## src/rtl/vram_pkg.sv

```systemverilog
// vram_pkg: shared defaults and types for the VRAM arbiter slice.
//   DEF_ADDR_W / DEF_DATA_W : default VRAM word address / data widths
//   DEF_STARVE_MAX          : default forced-CPU-slot threshold (guard builds)
//   STARVE_W                : starvation counter width
//   owner_t                 : owner of the RAM access whose read data returns next cycle
package vram_pkg;

    localparam int unsigned DEF_ADDR_W     = 13;
    localparam int unsigned DEF_DATA_W     = 16;
    localparam int unsigned DEF_STARVE_MAX = 15;
    localparam int unsigned STARVE_W       = 8;

    typedef enum logic [1:0] {
        OWN_NONE = 2'd0,
        OWN_VGA  = 2'd1,
        OWN_CPU  = 2'd2
    } owner_t;

endpackage

```

## src/rtl/vram_arbiter_if.sv

```systemverilog
// vram_arbiter_if: bundles the VGA fetch, CPU access and VRAM macro signals.
//   slave  : arbiter side (takes requests and RAM read data, drives grants,
//            returns and the RAM command)
//   master : environment side (VGA fetcher, CPU window and RAM macro)
interface vram_arbiter_if
    import vram_pkg::*;
#(
    parameter int unsigned ADDR_W = DEF_ADDR_W,
    parameter int unsigned DATA_W = DEF_DATA_W
);

    // VGA fetch path
    logic              vga_req;
    logic [ADDR_W-1:0] vga_addr;
    logic              vga_gnt;
    logic              vga_rvalid;
    logic [DATA_W-1:0] vga_rdata;

    // CPU load/store path
    logic              cpu_req;
    logic              cpu_we;
    logic [ADDR_W-1:0] cpu_addr;
    logic [DATA_W-1:0] cpu_wdata;
    logic              cpu_ack;
    logic [DATA_W-1:0] cpu_rdata;

    // VRAM macro port
    logic              ram_en;
    logic              ram_we;
    logic [ADDR_W-1:0] ram_addr;
    logic [DATA_W-1:0] ram_wdata;
    logic [DATA_W-1:0] ram_rdata;

    modport slave (
        input  vga_req, vga_addr,
        input  cpu_req, cpu_we, cpu_addr, cpu_wdata,
        input  ram_rdata,
        output vga_gnt, vga_rvalid, vga_rdata,
        output cpu_ack, cpu_rdata,
        output ram_en, ram_we, ram_addr, ram_wdata
    );

    modport master (
        output vga_req, vga_addr,
        output cpu_req, cpu_we, cpu_addr, cpu_wdata,
        output ram_rdata,
        input  vga_gnt, vga_rvalid, vga_rdata,
        input  cpu_ack, cpu_rdata,
        input  ram_en, ram_we, ram_addr, ram_wdata
    );

endinterface

```

## src/rtl/vram_starve_guard.sv

```systemverilog
// vram_starve_guard: counts consecutive cycles a ready CPU request is denied
// and raises a force flag once STARVE_MAX denials have accumulated, so the
// next cycle goes to the CPU even against a VGA request.
//   clk, rst     : clock, asynchronous active-high reset
//   cpu_req      : CPU request level
//   cpu_busy     : CPU re-grant blocked this cycle (ack cycle)
//   cpu_gnt      : CPU granted this cycle
//   force_cpu_c  : combinational, CPU slot is due this cycle
module vram_starve_guard
    import vram_pkg::*;
#(
    parameter int unsigned STARVE_MAX = DEF_STARVE_MAX
) (
    input  logic clk,
    input  logic rst,
    input  logic cpu_req,
    input  logic cpu_busy,
    input  logic cpu_gnt,
    output logic force_cpu_c
);

    localparam logic [STARVE_W-1:0] LIMIT = STARVE_W'(STARVE_MAX);

    logic [STARVE_W-1:0] starve_cnt;

    // Qualified by cpu_req so a cancelled request cannot steal a VGA slot.
    assign force_cpu_c = cpu_req & (starve_cnt == LIMIT);

    // Denial counter: clears on service or withdrawal, saturates at LIMIT.
    always_ff @(posedge clk or posedge rst) begin
        if (rst) begin
            starve_cnt <= '0;
        end else if (cpu_gnt || !cpu_req) begin
            starve_cnt <= '0;
        end else if (!cpu_busy && (starve_cnt != LIMIT)) begin
            starve_cnt <= starve_cnt + STARVE_W'(1);
        end
    end

endmodule

```

## src/rtl/vram_arbiter.sv

```systemverilog
// vram_arbiter: shares one single-port synchronous VRAM between the VGA
// scan-out fetcher (fixed priority) and the CPU load/store window.
// Optional build macro VRAM_STARVE_GUARD_EN enables a forced CPU slot after
// STARVE_MAX consecutive denials; without it VGA priority is absolute.
//   clk_VGA : single clock, rising edge
//   reset   : asynchronous, active-high
//   bus     : vram_arbiter_if.slave (VGA, CPU and RAM signal groups)
//             vga_gnt, ram_* are combinational; vga_rvalid, cpu_ack are
//             registered; vga_rdata/cpu_rdata show RAM data on the return
//             cycle and otherwise hold their last returned value.
module vram_arbiter
    import vram_pkg::*;
#(
    parameter int unsigned ADDR_W     = DEF_ADDR_W,
    parameter int unsigned DATA_W     = DEF_DATA_W,
    parameter int unsigned STARVE_MAX = DEF_STARVE_MAX
) (
    input  logic           clk_VGA,
    input  logic           reset,
    vram_arbiter_if.slave  bus
);

    logic              force_cpu_c;
    logic              vga_win_c;
    logic              cpu_win_c;
    logic [ADDR_W-1:0] grant_addr_c;
    logic [DATA_W-1:0] grant_wdata_c;

    owner_t            rd_owner;
    logic              cpu_wr_q;
    logic              cpu_busy;
    logic              vga_rvalid_q;
    logic              cpu_ack_q;
    logic [DATA_W-1:0] vga_hold;
    logic [DATA_W-1:0] cpu_hold;

`ifdef VRAM_STARVE_GUARD_EN
    vram_starve_guard #(
        .STARVE_MAX (STARVE_MAX)
    ) u_starve_guard (
        .clk         (clk_VGA),
        .rst         (reset),
        .cpu_req     (bus.cpu_req),
        .cpu_busy    (cpu_busy),
        .cpu_gnt     (cpu_win_c),
        .force_cpu_c (force_cpu_c)
    );
`else
    logic unused_starve_max;
    assign force_cpu_c       = 1'b0;
    assign unused_starve_max = |STARVE_W'(STARVE_MAX);
`endif

    // Grant decision: VGA first unless a CPU slot is forced; CPU only when not
    // in its ack cycle.
    always_comb begin
        vga_win_c     = bus.vga_req & ~force_cpu_c;
        cpu_win_c     = ~vga_win_c & bus.cpu_req & ~cpu_busy;
        grant_addr_c  = cpu_win_c ? bus.cpu_addr : bus.vga_addr;
        grant_wdata_c = cpu_win_c ? bus.cpu_wdata : DATA_W'(0);
    end

    // RAM command port.
    assign bus.vga_gnt   = vga_win_c;
    assign bus.ram_en    = vga_win_c | cpu_win_c;
    assign bus.ram_we    = cpu_win_c & bus.cpu_we;
    assign bus.ram_addr  = grant_addr_c;
    assign bus.ram_wdata = grant_wdata_c;

    // Return tracking: remembers who owns the data coming back next cycle.
    always_ff @(posedge clk_VGA or posedge reset) begin
        if (reset) begin
            rd_owner     <= OWN_NONE;
            cpu_wr_q     <= 1'b0;
            cpu_busy     <= 1'b0;
            vga_rvalid_q <= 1'b0;
            cpu_ack_q    <= 1'b0;
            vga_hold     <= '0;
            cpu_hold     <= '0;
        end else begin
            rd_owner     <= vga_win_c ? OWN_VGA : (cpu_win_c ? OWN_CPU : OWN_NONE);
            cpu_wr_q     <= cpu_win_c & bus.cpu_we;
            cpu_busy     <= cpu_win_c;
            vga_rvalid_q <= vga_win_c;
            cpu_ack_q    <= cpu_win_c;
            if (rd_owner == OWN_VGA) begin
                vga_hold <= bus.ram_rdata;
            end
            if ((rd_owner == OWN_CPU) && !cpu_wr_q) begin
                cpu_hold <= bus.ram_rdata;
            end
        end
    end

    // Return steering: live RAM data on the owner's return cycle, else held.
    assign bus.vga_rvalid = vga_rvalid_q;
    assign bus.cpu_ack    = cpu_ack_q;
    assign bus.vga_rdata  = (rd_owner == OWN_VGA) ? bus.ram_rdata : vga_hold;
    assign bus.cpu_rdata  = ((rd_owner == OWN_CPU) && !cpu_wr_q) ? bus.ram_rdata : cpu_hold;

endmodule

```

## src/flat_wrapper.sv

```systemverilog
// flat-port wrapper written by rule: the top's interface ports become plain ports
module vram_arbiter_flat import vram_pkg::*;
#(
    parameter int unsigned ADDR_W     = DEF_ADDR_W,
    parameter int unsigned DATA_W     = DEF_DATA_W,
    parameter int unsigned STARVE_MAX = DEF_STARVE_MAX
)
  (clk_VGA, reset, bus_vga_req, bus_vga_addr, bus_cpu_req, bus_cpu_we, bus_cpu_addr, bus_cpu_wdata, bus_ram_rdata, bus_vga_gnt, bus_vga_rvalid, bus_vga_rdata, bus_cpu_ack, bus_cpu_rdata, bus_ram_en, bus_ram_we, bus_ram_addr, bus_ram_wdata);
  vram_arbiter_if #(.ADDR_W(ADDR_W), .DATA_W(DATA_W)) bus_i ();
  input  logic clk_VGA;
  input  logic reset;
  input wire logic [$bits(bus_i.vga_req)-1:0] bus_vga_req;
  input wire logic [$bits(bus_i.vga_addr)-1:0] bus_vga_addr;
  input wire logic [$bits(bus_i.cpu_req)-1:0] bus_cpu_req;
  input wire logic [$bits(bus_i.cpu_we)-1:0] bus_cpu_we;
  input wire logic [$bits(bus_i.cpu_addr)-1:0] bus_cpu_addr;
  input wire logic [$bits(bus_i.cpu_wdata)-1:0] bus_cpu_wdata;
  input wire logic [$bits(bus_i.ram_rdata)-1:0] bus_ram_rdata;
  output wire logic [$bits(bus_i.vga_gnt)-1:0] bus_vga_gnt;
  output wire logic [$bits(bus_i.vga_rvalid)-1:0] bus_vga_rvalid;
  output wire logic [$bits(bus_i.vga_rdata)-1:0] bus_vga_rdata;
  output wire logic [$bits(bus_i.cpu_ack)-1:0] bus_cpu_ack;
  output wire logic [$bits(bus_i.cpu_rdata)-1:0] bus_cpu_rdata;
  output wire logic [$bits(bus_i.ram_en)-1:0] bus_ram_en;
  output wire logic [$bits(bus_i.ram_we)-1:0] bus_ram_we;
  output wire logic [$bits(bus_i.ram_addr)-1:0] bus_ram_addr;
  output wire logic [$bits(bus_i.ram_wdata)-1:0] bus_ram_wdata;
  assign bus_i.vga_req = bus_vga_req;
  assign bus_i.vga_addr = bus_vga_addr;
  assign bus_i.cpu_req = bus_cpu_req;
  assign bus_i.cpu_we = bus_cpu_we;
  assign bus_i.cpu_addr = bus_cpu_addr;
  assign bus_i.cpu_wdata = bus_cpu_wdata;
  assign bus_i.ram_rdata = bus_ram_rdata;
  assign bus_vga_gnt = bus_i.vga_gnt;
  assign bus_vga_rvalid = bus_i.vga_rvalid;
  assign bus_vga_rdata = bus_i.vga_rdata;
  assign bus_cpu_ack = bus_i.cpu_ack;
  assign bus_cpu_rdata = bus_i.cpu_rdata;
  assign bus_ram_en = bus_i.ram_en;
  assign bus_ram_we = bus_i.ram_we;
  assign bus_ram_addr = bus_i.ram_addr;
  assign bus_ram_wdata = bus_i.ram_wdata;
  vram_arbiter #(.ADDR_W(ADDR_W), .DATA_W(DATA_W), .STARVE_MAX(STARVE_MAX)) u_core (.clk_VGA(clk_VGA), .reset(reset), .bus(bus_i));
endmodule
```

## config.mk

```make
export PLATFORM = sky130hd
export DESIGN_NAME = vram_arbiter_flat
export DESIGN_NICKNAME = d
export VERILOG_FILES = /design/src/rtl/vram_pkg.sv /design/src/rtl/vram_arbiter_if.sv /design/src/rtl/vram_starve_guard.sv /design/src/rtl/vram_arbiter.sv /design/src/flat_wrapper.sv
export SDC_FILE = /design/constraint.sdc
export NUM_CORES = 1
export LEC_CHECK = 0
export CORE_ASPECT_RATIO = 1.2
export CORE_UTILIZATION = 35
export DETAILED_ROUTE_END_ITERATION = 8
export PLACE_DENSITY_LB_ADDON = 0.08
export SLEW_MARGIN = 15
export SYNTH_ARGS = -nofsm -noshare
export SYNTH_HDL_FRONTEND = slang
export SYNTH_SLANG_ARGS = --single-unit
```

## constraint.sdc

```tcl
create_clock -name clk_VGA -period 3.7 [get_ports clk_VGA]
set_clock_uncertainty 0.1 [all_clocks]
set_input_delay 1.11 -clock clk_VGA [delete_from_list [all_inputs] [get_ports clk_VGA]]
set_output_delay 1.11 -clock clk_VGA [all_outputs]
set_load 0.05 [all_outputs]
```

# [Word level (Yosys, flattened, before mapping)]
# Cells that the tools add are included.
[word_totals] memories=0 latchBits=0 ff_bits=37 rom_bits=0 word_cells=22 ramBits=0 inputBits=63
[classes] n_bitwise=6 n_mux=6 magnitude_cmp=0 n_eq_ne=2 div_mod_pow=0 n_reduce_logical=2 multipliers=0 addsub=0 shifts=0
[op_table] op="two-way mux 16 bit" count=3
[op_table] op="two-way mux 13 bit" count=1
[op_table] op="two-way mux 2 bit" count=2
[op_table] op="AND 1 bit" count=3
[op_table] op="equality test 2 x 1 -> 1 bit, second input constant" count=1
[op_table] op="equality test 2 bit, second input constant" count=1
[op_table] op="NOT 1 bit" count=2
[op_table] op="logical AND 1 bit" count=1
[op_table] op="logical NOT 1 bit" count=1
[op_table] op="OR 1 bit" count=1

# [Logic depth before layout (Yosys ltp)]
[logic_depth] depth_word=5 ltp_mapped=4 mapped_depth_nobuf=2

# [Least setup slack after synthesis]
# No wires, ideal clock.
[synth_timing] path_kind="input to output" startpoint="input bus_vga_req" endpoint="output bus_ram_wdata[10]" arrival_time_ps=2008 path_stages=3 setup_slack_ps=482 path_buffers=1 path_cell_list="nor3b_2 -> clkbuf_1 -> and2_1"
[synth_between] elab_chain_len=4
[synth_lines] element="start: declaration" line_no="flat_wrapper.sv:12" rtl="input wire logic [$bits(bus_i.vga_req)-1:0] bus_vga_req;"
[synth_lines] element="NOT 1 bit" line_no="vram_arbiter.sv:58" rtl="cpu_win_c = ~vga_win_c & bus.cpu_req & ~cpu_busy;"
[synth_lines] element="AND 1 bit (2 in a row)" line_no="vram_arbiter.sv:58"
[synth_lines] element="two-way mux 16 bit" line_no="vram_arbiter.sv:60" rtl="grant_wdata_c = cpu_win_c ? bus.cpu_wdata : DATA_W'(0);"
[synth_lines] element="end: declaration" line_no="flat_wrapper.sv:27" rtl="output wire logic [$bits(bus_i.ram_wdata)-1:0] bus_ram_wdata;"
# Every way passes these cells.

# [Worst setup path in the final report]
[layout_timing] startpoint="input bus_vga_req" endpoint="output bus_ram_addr[5]"
[layout_between] elab_chain_len=4
[layout_lines] element="NOT 1 bit" line_no="vram_arbiter.sv:58"
[layout_lines] element="AND 1 bit (2 in a row)" line_no="vram_arbiter.sv:58"
[layout_lines] element="two-way mux 13 bit" line_no="vram_arbiter.sv:59" rtl="grant_addr_c = cpu_win_c ? bus.cpu_addr : bus.vga_addr;"
[layout_lines] element="end: declaration" line_no="flat_wrapper.sv:26" rtl="output wire logic [$bits(bus_i.ram_addr)-1:0] bus_ram_addr;"
# Every way passes these cells.

==> out/qor.yml <==
dieArea_um2: 4930
path_class: "primary input to output pin"
p_total_w: 0.00168
cp_slowest_cell: "mux2_2"
finalCriticalPeriod_ps: 3540
vias_per_cell: 4.77
timing.hold.ws_ps: 433
cts.clk_slew.worst_paths_ps: 60
reg2reg_slack_ps: 1980
period_share: 0.958
max_stage_delay_ps: 360
synth_xor_area_frac: 0
rsz0062_at_grt: "no"
core.rowCount: 26
drv_slew: 0
grt_max_degree: 20
detail-route-antenna-nets: 0
tightest_slew_ps: 807
postCtsHoldBufs: 0
cts_buffers: 5
nets: 312
dr.pass1.iters: 4
hpwl_um: 4680
ir_drop_v: 0.000238
place.gp.congestion: 0.714
portBuffers: 128
synth_cell_types: 14
synth_top_family_by_area: "multiplexers"
grt_pass1_wl_um: 9290
status: "completed"
synth_compound_area_frac: 0.00461
holdCritPathClass: "register to register"
placed_cells: 296
finalHoldViolations: 0
finalNonFillerCells: 305
start_util: 0.374
die_w_um: 64.3
grtUsageTotal: 0.258
wl_per_cell_um: 19.6
syn_area_um2: 1630
clockBufferDepth: 2
wl_um: 5970
seq_area_frac_synth: 0.553
tritoncts: "yes"
grt-ovfl-total: 0
cp.required_ps: 2490
yosysWarnings: 0
core-area_um2: 4360
drtIter0Drc: 41
p_per_area_nw_per_um2: 445
root_buffer: "clkbuf_8"
drive_above_1_share: 0.506
synthToLayoutAreaGrowth_pct: 131
route.detailed.drc: 0
start_kind: "primary input"
clock_latency_ps: 280
avgSynthCellArea_um2: 14.5
clock_sinks: 36
antennaDiodeCount: 0
die_y_um: 76.7
synthAdderAreaFrac: 0
vias: 1454
p_leak_nw: 1.64
ys_ff_latch: 36
most-common-layout-cells: "buf_12, clkdlybuf4s50_1, dfrtp_1"
worstPathCellList: "dlygate4sd2_1 > nor3b_4 > buf_6 > mux2_2 > buf_12"
relSlewSlack: 0.462
finalSetupViolCount: 0
cap_violations: 0
crit_fanout: 5
endpoint_kind: "output pin"
nFillCells: 201
grt_pass1_vias: 1815
worstPathArrival_ps: 2330
mostFrequentLayoutCell: "buf_12"
antenna_found_initial: 0
synth_simple_gate_area_frac: 0.0929
cts_max_level: 2
fmax_mhz: 282
yosys-mux-area-fraction: 0.311
io_pins: 129
synth_nets: 175
netlist_instances: 112
metal layers:
metal,global-route usage,share of wire,vias to the layer above,wire length (µm)
li1,-,-,651,-
met1,0.223,0.30,702,1780
met2,0.504,0.58,89,3440
met3,0.101,0.097,12,579
met4,0.107,0.028,0,170
met5,0,0,-,0
through the flow:
stage | util | worst slack, ps | instance area [µm²] | setup TNS, ps
6_report | 0.864 | 156 | 3770 | 0
5_1_grt | 0.864 | 82.2 | 3770 | 0
4_1_cts | 0.864 | 154 | 3770 | 0
3_5_place_dp | 0.830 | -55.7 | 3620 | -460
3_3_place_gp | 0.830 | -3.39 | 3620 | -25.7
2_1_floorplan | - | 482 | 1630 | 0
logic make-up after synthesis:
logic type,count (synthesis)
muxes,45
and+or+nand+nor,21
AOI/OAI and AO/OA,1
buffers and inverters,9
DFF,36
layout make-up:
cell class | count | area (µm²) | area share
Clock buffer | 6 | 72.6 | 0.0193
Clock inverter | 1 | 5.00 | 0.00133
Inverter | 2 | 7.51 | 0.00199
Multi-Input combinational cell | 67 | 713 | 0.189
Sequential cell | 36 | 901 | 0.239
Tap cell | 56 | 70.1 | 0.0186
Timing Repair Buffer | 137 | 2000 | 0.530
synth_stat cells, drive strengths merged:
| cell type | instances | area (µm²) |
|---|---|---|
| and2 | 17 | 106 |
| mux2 | 45 | 507 |
| buf | 6 | 51.3 |
| clkbuf | 1 | 3.75 |
| inv | 2 | 7.51 |
| dfrtp | 36 | 901 |
| a21o | 1 | 7.51 |
| nand2b | 1 | 6.26 |
| nor3b | 3 | 38.8 |
registers in the layout, indices dropped and copies added (netlist names):
signal	flops
u_core.cpu_hold	16
u_core.vga_hold	16
u_core.rd_owner	2
u_core.cpu_busy	1
u_core.cpu_wr_q	1
worst paths after layout:
check,endpoint,cells past startpoint,from
hold / removal,u_core.vga_hold[8]$_DFF_PP0_,1,u_core.vga_hold[8]$_DFF_PP0_
hold reg to reg,u_core.vga_hold[8]$_DFF_PP0_,1,u_core.vga_hold[8]$_DFF_PP0_
setup reg to reg,u_core.vga_hold[9]$_DFF_PP0_,2,u_core.rd_owner[0]$_DFF_PP0_
setup / recovery,bus_ram_addr[5],5,bus_vga_req
min in group asynchronous,u_core.vga_hold[2]$_DFF_PP0_,2,reset
max in group asynchronous,u_core.cpu_hold[11]$_DFF_PP0_,3,reset
timing repair:
action,CTS,global route
setup buffers,1,0
setup endpoints to repair,11,0
gates resized for setup,18,0
critical path, delay by kind of cell:
| kind | cells | cell delay, ps |
|---|---|---|
| multiplexers | 1 | 360 |
| AND/OR/NAND/NOR | 1 | 280 |
| buffers and inverters | 3 | 580 |
where the power goes:
group,internal (W),switching [W]
registers,0.000459,0.0000203
logic,0.000461,0.000481
clock network,0.000128,0.000129
No activity file was read; power rests on OpenSTA's default activity.
